--- config.mk ---
export PLATFORM = sky130hd
export DESIGN_NAME = instr_prefetch_unit
export DESIGN_NICKNAME = d
export VERILOG_FILES = /design/src/rtl/instr_prefetch_unit_pkg.sv /design/src/rtl/instr_prefetch_unit_fifo.sv /design/src/rtl/instr_prefetch_unit.sv
export SDC_FILE = /design/constraint.sdc
export NUM_CORES = 1
export LEC_CHECK = 0
export CORE_AREA = 2 2 90 92
export CTS_CLUSTER_DIAMETER = 120
export CTS_CLUSTER_SIZE = 16
export DETAILED_ROUTE_END_ITERATION = 6
export DIE_AREA = 0 0 92 94
export PLACE_DENSITY = 0.88
export SLEW_MARGIN = 0
export SYNTH_ARGS = -nofsm -noshare
export SYNTH_HDL_FRONTEND = slang
export SYNTH_SLANG_ARGS = --single-unit
--- constraint.sdc ---
create_clock -name clk -period 2.55 [get_ports clk]
set_input_delay 0.3825 -clock clk [delete_from_list [all_inputs] [get_ports clk]]
set_output_delay 0.3825 -clock clk [all_outputs]
set_load 0.05 [all_outputs]
--- src/rtl/instr_prefetch_unit_pkg.sv ---
// Shared types and constants for the instruction prefetch front-end.
// Opcodes, default widths and fetch FSM states.
package instr_prefetch_unit_pkg;

  localparam int PC_W    = 4;
  localparam int INSTR_W = 16;

  typedef enum logic [3:0] {
    OP_NOP  = 4'h0,
    OP_ADDI = 4'h1,
    OP_ADD  = 4'h2,
    OP_SUB  = 4'h3,
    OP_LD   = 4'h4,
    OP_ST   = 4'h5,
    OP_BEQ  = 4'h6,
    OP_HALT = 4'hF
  } opcode_t;

  localparam logic [INSTR_W-1:0] NOP_INSTR = '0;

  typedef enum logic [1:0] {
    S_IDLE,
    S_REQ,
    S_DRAIN
  } fetch_state_t;

endpackage

--- src/rtl/instr_prefetch_unit_fifo.sv ---
// First-word-fall-through queue of fetched {instr, pc+1} entries.
// Flush wins over push/pop; pop on empty is ignored.
module prefetch_fifo #(
  parameter int DEPTH = 4,
  parameter int WIDTH = 20,
  localparam int AW = $clog2(DEPTH),
  localparam int CW = AW + 1
) (
  input  logic             clk,
  input  logic             rst_n,
  input  logic             push,
  input  logic [WIDTH-1:0] push_data,
  input  logic             pop,
  input  logic             flush,
  output logic [WIDTH-1:0] head_data,
  output logic [CW-1:0]    count
);

  logic [WIDTH-1:0] mem [DEPTH];
  logic [AW-1:0]    wr_ptr;
  logic [AW-1:0]    rd_ptr;
  logic             do_pop;
  logic             do_push;

  assign do_pop    = pop && (count != '0) && !flush;
  assign do_push   = push && !flush;
  assign head_data = mem[rd_ptr];

  // Pointer and occupancy bookkeeping.
  always_ff @(posedge clk or negedge rst_n) begin
    if (!rst_n) begin
      wr_ptr <= '0;
      rd_ptr <= '0;
      count  <= '0;
    end else if (flush) begin
      wr_ptr <= '0;
      rd_ptr <= '0;
      count  <= '0;
    end else begin
      if (do_push) wr_ptr <= wr_ptr + 1'b1;
      if (do_pop)  rd_ptr <= rd_ptr + 1'b1;
      count <= count + CW'(do_push) - CW'(do_pop);
    end
  end

  // Storage write; contents are masked by count, so no reset.
  always_ff @(posedge clk) begin
    if (do_push) mem[wr_ptr] <= push_data;
  end

endmodule

--- src/rtl/instr_prefetch_unit.sv ---
// Instruction prefetch front-end: req/ack fetch FSM feeding a FWFT queue.
// Redirects flush the queue; a stale outstanding request is drained first.
module instr_prefetch_unit
  import instr_prefetch_unit_pkg::*;
#(
  parameter int                PC_WIDTH    = PC_W,
  parameter int                INSTR_WIDTH = INSTR_W,
  parameter int                DEPTH       = 4,
  parameter logic [PC_WIDTH-1:0] RESET_PC  = '0
) (
  input  logic                   clk,
  input  logic                   rst_n,
  output logic                   imem_req,
  output logic [PC_WIDTH-1:0]    imem_addr,
  input  logic                   imem_ack,
  input  logic [INSTR_WIDTH-1:0] imem_rdata,
  input  logic                   redirect_valid,
  input  logic [PC_WIDTH-1:0]    redirect_pc,
  input  logic                   halt,
  output logic                   instr_valid,
  output logic [INSTR_WIDTH-1:0] instr_data,
  output logic [PC_WIDTH-1:0]    instr_pc_plus_1,
  input  logic                   instr_ready,
  output logic                   queue_empty
);

  localparam int CW = $clog2(DEPTH) + 1;
  localparam int EW = INSTR_WIDTH + PC_WIDTH;

  fetch_state_t          state;
  fetch_state_t          state_nxt;
  logic [PC_WIDTH-1:0]   fetch_pc;
  logic [PC_WIDTH-1:0]   drain_pc;
  logic [CW-1:0]         count;
  logic [CW-1:0]         count_post;
  logic [EW-1:0]         head;
  logic                  xfer;
  logic                  push;
  logic                  pop;
  logic                  room;

  assign imem_req  = (state != S_IDLE);
  assign imem_addr = fetch_pc;
  assign xfer      = imem_req && imem_ack;
  assign push      = xfer && (state == S_REQ) && !redirect_valid;
  assign pop       = instr_valid && instr_ready && !redirect_valid;

  assign count_post = count + CW'(push) - CW'(pop);
  assign room       = count_post < CW'(DEPTH);

  assign instr_valid     = (count != '0);
  assign queue_empty     = (count == '0);
  assign instr_data      = instr_valid ? head[EW-1:PC_WIDTH] : '0;
  assign instr_pc_plus_1 = instr_valid ? head[PC_WIDTH-1:0] : '0;

  prefetch_fifo #(
    .DEPTH (DEPTH),
    .WIDTH (EW)
  ) u_fifo (
    .clk       (clk),
    .rst_n     (rst_n),
    .push      (push),
    .push_data ({imem_rdata, imem_addr + 1'b1}),
    .pop       (pop),
    .flush     (redirect_valid),
    .head_data (head),
    .count     (count)
  );

  // Fetch state register.
  always_ff @(posedge clk or negedge rst_n) begin
    if (!rst_n) state <= S_IDLE;
    else        state <= state_nxt;
  end

  // Next-state: redirect first, then per-state fetch control.
  always_comb begin
    state_nxt = state;
    if (redirect_valid) begin
      if (state != S_IDLE && !xfer) state_nxt = S_DRAIN;
      else state_nxt = halt ? S_IDLE : S_REQ;
    end else begin
      unique case (state)
        S_IDLE:
          if (count < CW'(DEPTH) && !halt) state_nxt = S_REQ;
        S_REQ:
          if (xfer) state_nxt = (room && !halt) ? S_REQ : S_IDLE;
        S_DRAIN:
          if (xfer) state_nxt = halt ? S_IDLE : S_REQ;
        default:
          state_nxt = S_IDLE;
      endcase
    end
  end

  // Fetch address; a redirect target is parked while draining.
  always_ff @(posedge clk or negedge rst_n) begin
    if (!rst_n) begin
      fetch_pc <= RESET_PC;
      drain_pc <= RESET_PC;
    end else if (redirect_valid) begin
      if (state_nxt == S_DRAIN) drain_pc <= redirect_pc;
      else fetch_pc <= redirect_pc;
    end else if (push) begin
      fetch_pc <= fetch_pc + 1'b1;
    end else if (state == S_DRAIN && xfer) begin
      fetch_pc <= drain_pc;
    end
  end

endmodule
==> flow_summary.json, run 1 <==
{
  "routed_wl_um": 7031,
  "ctsLongestPathBuffers": 2,
  "timing.max_cap.violations": 0,
  "critical_path.top_delay_family": "buffers and inverters",
  "grt_pass1_wl_um": 11150,
  "utilization_pct": 66.15,
  "path_clk_slew_ns": 0.09,
  "finalCriticalPeriod_ns": 2.409,
  "internal_power_w": 0.003236,
  "synthAdderAreaFrac_pct": 3.195,
  "antenna_found_initial": 0,
  "drcViolationCount": 0,
  "seq_area_frac_synth_pct": 68.11,
  "row_count": 32,
  "critical-path-max-stage-delay_ns": 0.78,
  "yosys_warnings": 0,
  "drtPass1Iterations": 4,
  "p_switching_w": 0.002090,
  "dieHeight_um": 94,
  "drive_above_1_share_pct": 23.58,
  "io_pins": 53,
  "clockRootBuffer": "clkbuf_8",
  "post_cts_resized": 0,
  "clock_skew_ns": 0.01125,
  "synth_top_area_share_pct": 57.87,
  "report.final.setup_viol": 0,
  "clk_latency_ns": 0.36,
  "gp_congestion": 0.8038,
  "muxShareOfSynthArea_pct": 12.69,
  "syn_nets": 285,
  "routedWlPerCell_um": 16.74,
  "cp.buffers_inverters": 1,
  "cts_setup_buffers": 0,
  "grt_overflow": 0,
  "synth_compound_area_share_pct": 3.436,
  "portBuffers": 52,
  "grt_pass1_vias": 2283,
  "cp.required_ns": 2.17,
  "endpoint_kind": "output pin",
  "grt_max_degree": 23,
  "combinationalPowerShare_pct": 43.8,
  "synth_edf_count": 80,
  "fp.dieArea_sq_um": 8648,
  "syn_area_per_cell_sq_um": 16.67,
  "max_freq_ghz": 0.4151,
  "relSlewSlack_pct": 47.67,
  "ant_nets": 0,
  "final_max_slew_viol_count": 0,
  "worstPathArrival_ns": 2.03,
  "rsz0062_at_grt": "no",
  "fin_crit_sh_pct": 94.48,
  "clock_sinks": 97,
  "drtIter0Drc": 131,
  "synth.most_common_cell": "edfxtp_1",
  "ir_worst_vdd_v": 0.0005684,
  "die_x_um": 92,
  "tightest_slew_ns": 0.7825,
  "n_antenna_cell": 0,
  "criticalPathCategory": "flip-flop to output pin",
  "clockPowerShare_pct": 18.2,
  "synthSimpleGateAreaFrac_pct": 8.288,
  "outcome": "finished clean",
  "initial_utilization_pct": 54.57,
  "power.density_nw_per_um2": 1058,
  "synth_top_cell_by_area": "edfxtp_1",
  "vias": 2281,
  "core_sq_um": 7607,
  "nets": 349,
  "crit_path_start_kind": "flip-flop",
  "synth_seq_cells": 97,
  "seq_power_share_pct": 37.9,
  "tns_ns": 0,
  "numCtsBuffers": 9,
  "hold_buffers": 0,
  "cts_max_level": 3,
  "netlist-cell-type-count": 41,
  "grt_use_total_pct": 17.71,
  "netlist_top_cells_count": "edfxtp_1 (80), and2_1 (24), mux4_2 (20)",
  "cellLeakagePower_nw": 1.832,
  "path_cells": "or3_1, clkdlybuf4s50_1",
  "swShare_pct": 39.24,
  "viasPerCell": 5.431,
  "synth_area_leaders": "edfxtp_1 (58%), mux4_2 (11%), dfrtp_1 (10%)",
  "hpwl_um": 4779,
  "synth_top_family_by_area": "multiplexers",
  "synth.cell_area_sq_um": 4151,
  "synthCells": 249,
  "finalHoldViolCount": 0,
  "hold_class": "input port to asynchronous set/reset pin",
  "async_reset_ff_share_pct": 17.53,
  "slowest_stage": "clkdlybuf4s50_1",
  "tritoncts": "yes",
  "synthToLayoutAreaGrowth_pct": 21.22,
  "synth_ff_type": "edfxtp_1",
  "path_max_fanout": 4,
  "synth_xor_area_share_pct": 1.477
}
cells by family after synthesis:
kind of cell	after synthesis
flops	97
simple gates	59
buf+inv	28
compound gates	21
fa+ha+maj	10
xor+xnor	7
mux	27
cell usage in the layout (no fill, tap or decap), types with 4 or more instances in the layout:
master           count
mux4_2              20
and2_1              24
buf_12               4
clkdlybuf4s50_1     31
dfrtp_1             17
xor2_1               4
clkbuf_8             9
nand2_1              5
nor2_1              10
mux2_2               5
a21oi_1              4
ha_1                 9
o21ai_0              4
inv_1               16
buf_4               30
edfxtp_1            80
nor2b_1              5
path summary, 6_finish.rpt:
kind                                 start               end  slack [ns]  cells past startpoint
hold reg to reg                drain_pc[1]       drain_pc[1]        0.52                      1
setup / recovery           u_fifo.count[1]       instr_valid        0.14                      2
max in group asynchronous            rst_n  u_fifo.wr_ptr[0]        1.59                      1
min in group clk               drain_pc[1]       drain_pc[1]        0.52                      1
hold / removal                       rst_n   u_fifo.count[1]        0.47                      1
setup reg to reg           u_fifo.count[1]   u_fifo.count[2]        0.29                     10
per-stage QoR:
step / setup slack (ns) / instances / total power, W / hold WS, ns / area (sq um)
after CTS: 0.1327 / 420 / 0.005374 / 0.4991 / 5032
after floorplan: 0.3512 / 249 / 0.003696 / 0.08691 / 4151
final: 0.1407 / 420 / 0.005326 / 0.4712 / 5032
after global placement: 0.2513 / 404 / 0.004362 / 0.4904 / 4838
after detailed placement: 0.2047 / 404 / 0.004422 / 0.4980 / 4838
after global routing: 0.06856 / 420 / 0.005581 / 0.5285 / 5032
state kept, by name (all words and copies together) (netlist names):
name / flops
u_fifo.mem: 80
drain_pc: 4
u_fifo.wr_ptr: 2
u_fifo.count: 3
imem_addr: 4
state: 2
u_fifo.rd_ptr: 2
power by group through the flow:
stage / clock network (W) / registers [W] / logic [W]
after global routing: 0.00105 / 0.00204 / 0.00250
after floorplan: 0 / 0.00212 / 0.00158
final: 0.000972 / 0.00202 / 0.00233
after detailed placement: 0 / 0.00206 / 0.00237
after CTS: 0.000987 / 0.00202 / 0.00237
after global placement: 0 / 0.00204 / 0.00232
final cells by class:
cell class                      count  area [sq um]
Sequential cell                    97          2828
Fill cell                         520          2575
Multi-Input combinational cell    124          1207
Timing Repair Buffer               65         615.6
Clock buffer                       11         131.4
Tap cell                          102         127.6
Clock inverter                      5         62.56
Inverter                           16         60.06
metal layers:
layer  wire length (um)  track usage (%)  part of all wire, %  vias up
li1                   -                -                    -     1072
met4                116            7.090                  1.6        0
met5                  0                0                    0        -
met2               3641            30.58                   52       58
met3                325            4.494                  4.6        9
met1               2949            21.52                   42     1142
No activity file was read; power rests on OpenSTA's default activity.
==> run 2: changes to the inputs <==
- TNS_END_PERCENT: not set -> 5
==> results of run 2 <==
Same layout as run 1: the final DEF is identical, and so are final timing and power.
==> RTL change (settings of run 2) <==
Encoding of `fetch_state_t`: now one-hot (3 bits for 3 states).
--- a/src/rtl/instr_prefetch_unit_pkg.sv
+++ b/src/rtl/instr_prefetch_unit_pkg.sv
@@ -18,10 +18,10 @@
 
   localparam logic [INSTR_W-1:0] NOP_INSTR = '0;
 
-  typedef enum logic [1:0] {
-    S_IDLE,
-    S_REQ,
-    S_DRAIN
+  typedef enum logic [2:0] {
+    S_IDLE  = 3'b001,
+    S_REQ   = 3'b010,
+    S_DRAIN = 3'b100
   } fetch_state_t;
 
 endpackage
Function: same outputs for any inputs over 4 cycles, from zero or initial values and one cycle with rst_n low; so few cycles prove little.
==> RTL change against run 2 <==
  * Register-to-register slack lost 70 ps
  * Clock skew shrank 2.5 ps
  * Worst setup slack gained 83 ps
  * Area after synthesis grew 5.3%
  * Sequential cell count grew 1
  * Total power shrank 6.1%
  * Final area grew 3.6%
  * Hold slack gained 1.6 ps
  * Core utilization grew 2.4 points
  * Wire length grew 15%
  * Largest power group is now registers
==> RTL change: results (changes against run 2) <==
[detailed_routing] vias per cell 5.71 [+5.2%]
[global_routing] global-route wire length before repair 12900 um [+16%]
[global_routing] met2 Resource Use GR 0.344 [+0.0386]
[setup_path] Top Family by Delay on Critical Path simple AND/OR/NAND/NOR gates
[status] run status completed
[placed_design] GPL Wtd Cong 0.847 [+5.4%]
[placed_design] total placed instance area 5010 um^2 [+3.6%]
[setup_path] largest fanout on the critical path 5 [+1]
[synthesis] area share of fa/ha/maj cells after synthesis 0.0303 [-0.00160]
[synthesis] area fraction in compound gates after synthesis 0.0409 [+0.00658]
[placed_design] DP Cell Count 419 [+3.7%]
[synthesis] top cells by instance count after synthesis 80 x sky130_fd_sc_hd__edfxtp_1, 24 x sky130_fd_sc_hd__and2_1, 20 x sky130_fd_sc_hd__mux4_2
[synthesis] share of cell area taken by muxes after synthesis 0.129 [+0.00195]
[timing] Setup Skew 8.78 ps [-2.47 ps]
[synthesis] cell types occupying the most area after synthesis sky130_fd_sc_hd__edfxtp_1 55%, sky130_fd_sc_hd__mux4_2 10%, sky130_fd_sc_hd__dfrtp_1 9.7%
[synthesis] share of the synthesized area in the top cell type 0.550 [-0.0290]
[timing] Relative slew margins 0.463 [-0.0141]
[global_routing] pin count of the biggest net entering global routing 24 [+4.3%]
[synthesis] portion of the post-synthesis area used by sequential elements 0.653 [-0.0281]
[global_routing] met1 track utilization from global routing 0.257 [+0.0420]
[synthesis] post-synth net total 301 [+5.6%]
[placed_design] Setup WS pre-CTS 135 ps [-70.0 ps]
[synthesis] mean area per synthesized cell 16.5 um^2 [-1.1%]
[pwr] worst IR drop on VDD 0.537 mV [-5.6%]
[synthesis] ys async rst share 0.184 [+0.00842]
[global_routing] vias in the first global route 2495 [+9.3%]
[setup_path] Worst R2R End state[1]
[final_layout] filler-free cell count of the finished design 435 [+3.6%]
[setup_path] peak per-stage delay on the critical path 450 ps [-330 ps]
[synthesis] number of unique standard cell types used by synthesis 51 [+24%]
[detailed_routing] DR iter-0 viols 96 [-27%]
## RTL change: changes by cell type in the layout (fill, tap and decap cells not counted), sizes merged, moves of 3 or more
cell / run 2 / this run
inv: 18 / 14
nand2: 5 / 8
nand3: 2 / 5
nor3b: 1 / 4
o21ai: 4 / 7
o22ai: 3 / 0
## RTL change: layout make-up
cell class	count	area [um^2]	share of cell area
clock buffers	9	124	0.0238
flip-flops and latches	98	2860	0.548
inverters	12	45.0	0.00864
well taps	102	128	0.0245
clock inverters	7	77.6	0.0149
multi-input cells	141	1380	0.264
repair buffers	66	607	0.116
## RTL change: timing repair
action	4_1_cts	5_1_grt
hold endpoints to repair	0	0
setup buffers	0	0
hold buffers	0	0
resized for setup	1	1
pin swaps	0	1
setup endpoints to repair	1	1
## RTL change: logic make-up after synthesis
family / count (synthesis)
flops: 98
simple gates: 69
mux: 29
buf+inv: 26
compound gates: 25
fa+ha+maj: 10
xor+xnor: 8
## RTL change: worst max-delay path by stage
stage                     slack (ps)  cells after the start  endpoint       startpoint
after floorplan                  250                     10  state[0]  u_fifo.count[1]
after global placement           200                      9  state[0]   redirect_valid
after detailed placement         130                      9  state[0]   redirect_valid
after CTS                        150                     10  state[0]  u_fifo.count[1]
after global routing              30                     10  state[1]  u_fifo.count[1]
final                            220                     10  state[1]  u_fifo.count[1]
## RTL change: stage by stage
step | hold slack, ps | util
after floorplan | 86.9 | -
after global placement | 491 | 0.659
after detailed placement | 498 | 0.659
after CTS | 502 | 0.685
after global routing | 550 | 0.686
final | 473 | 0.686
## RTL change: where the power goes
part	leakage (uW)	internal [uW]	total, uW	switching [uW]
Clock	0.0000938	461	1000	540
Combinational	0.000821	780	1960	1180
Sequential	0.000945	1900	2040	142
Total	0.00186	3140	5000	1860
## RTL change: layer usage
| layer | share of wire | wire length [um] |
|---|---|---|
| met1 | 0.43 | 3470 |
| met2 | 0.51 | 4090 |
| met4 | 0.0089 | 72 |
| met3 | 0.057 | 458 |
| met5 | 0 | 0 |
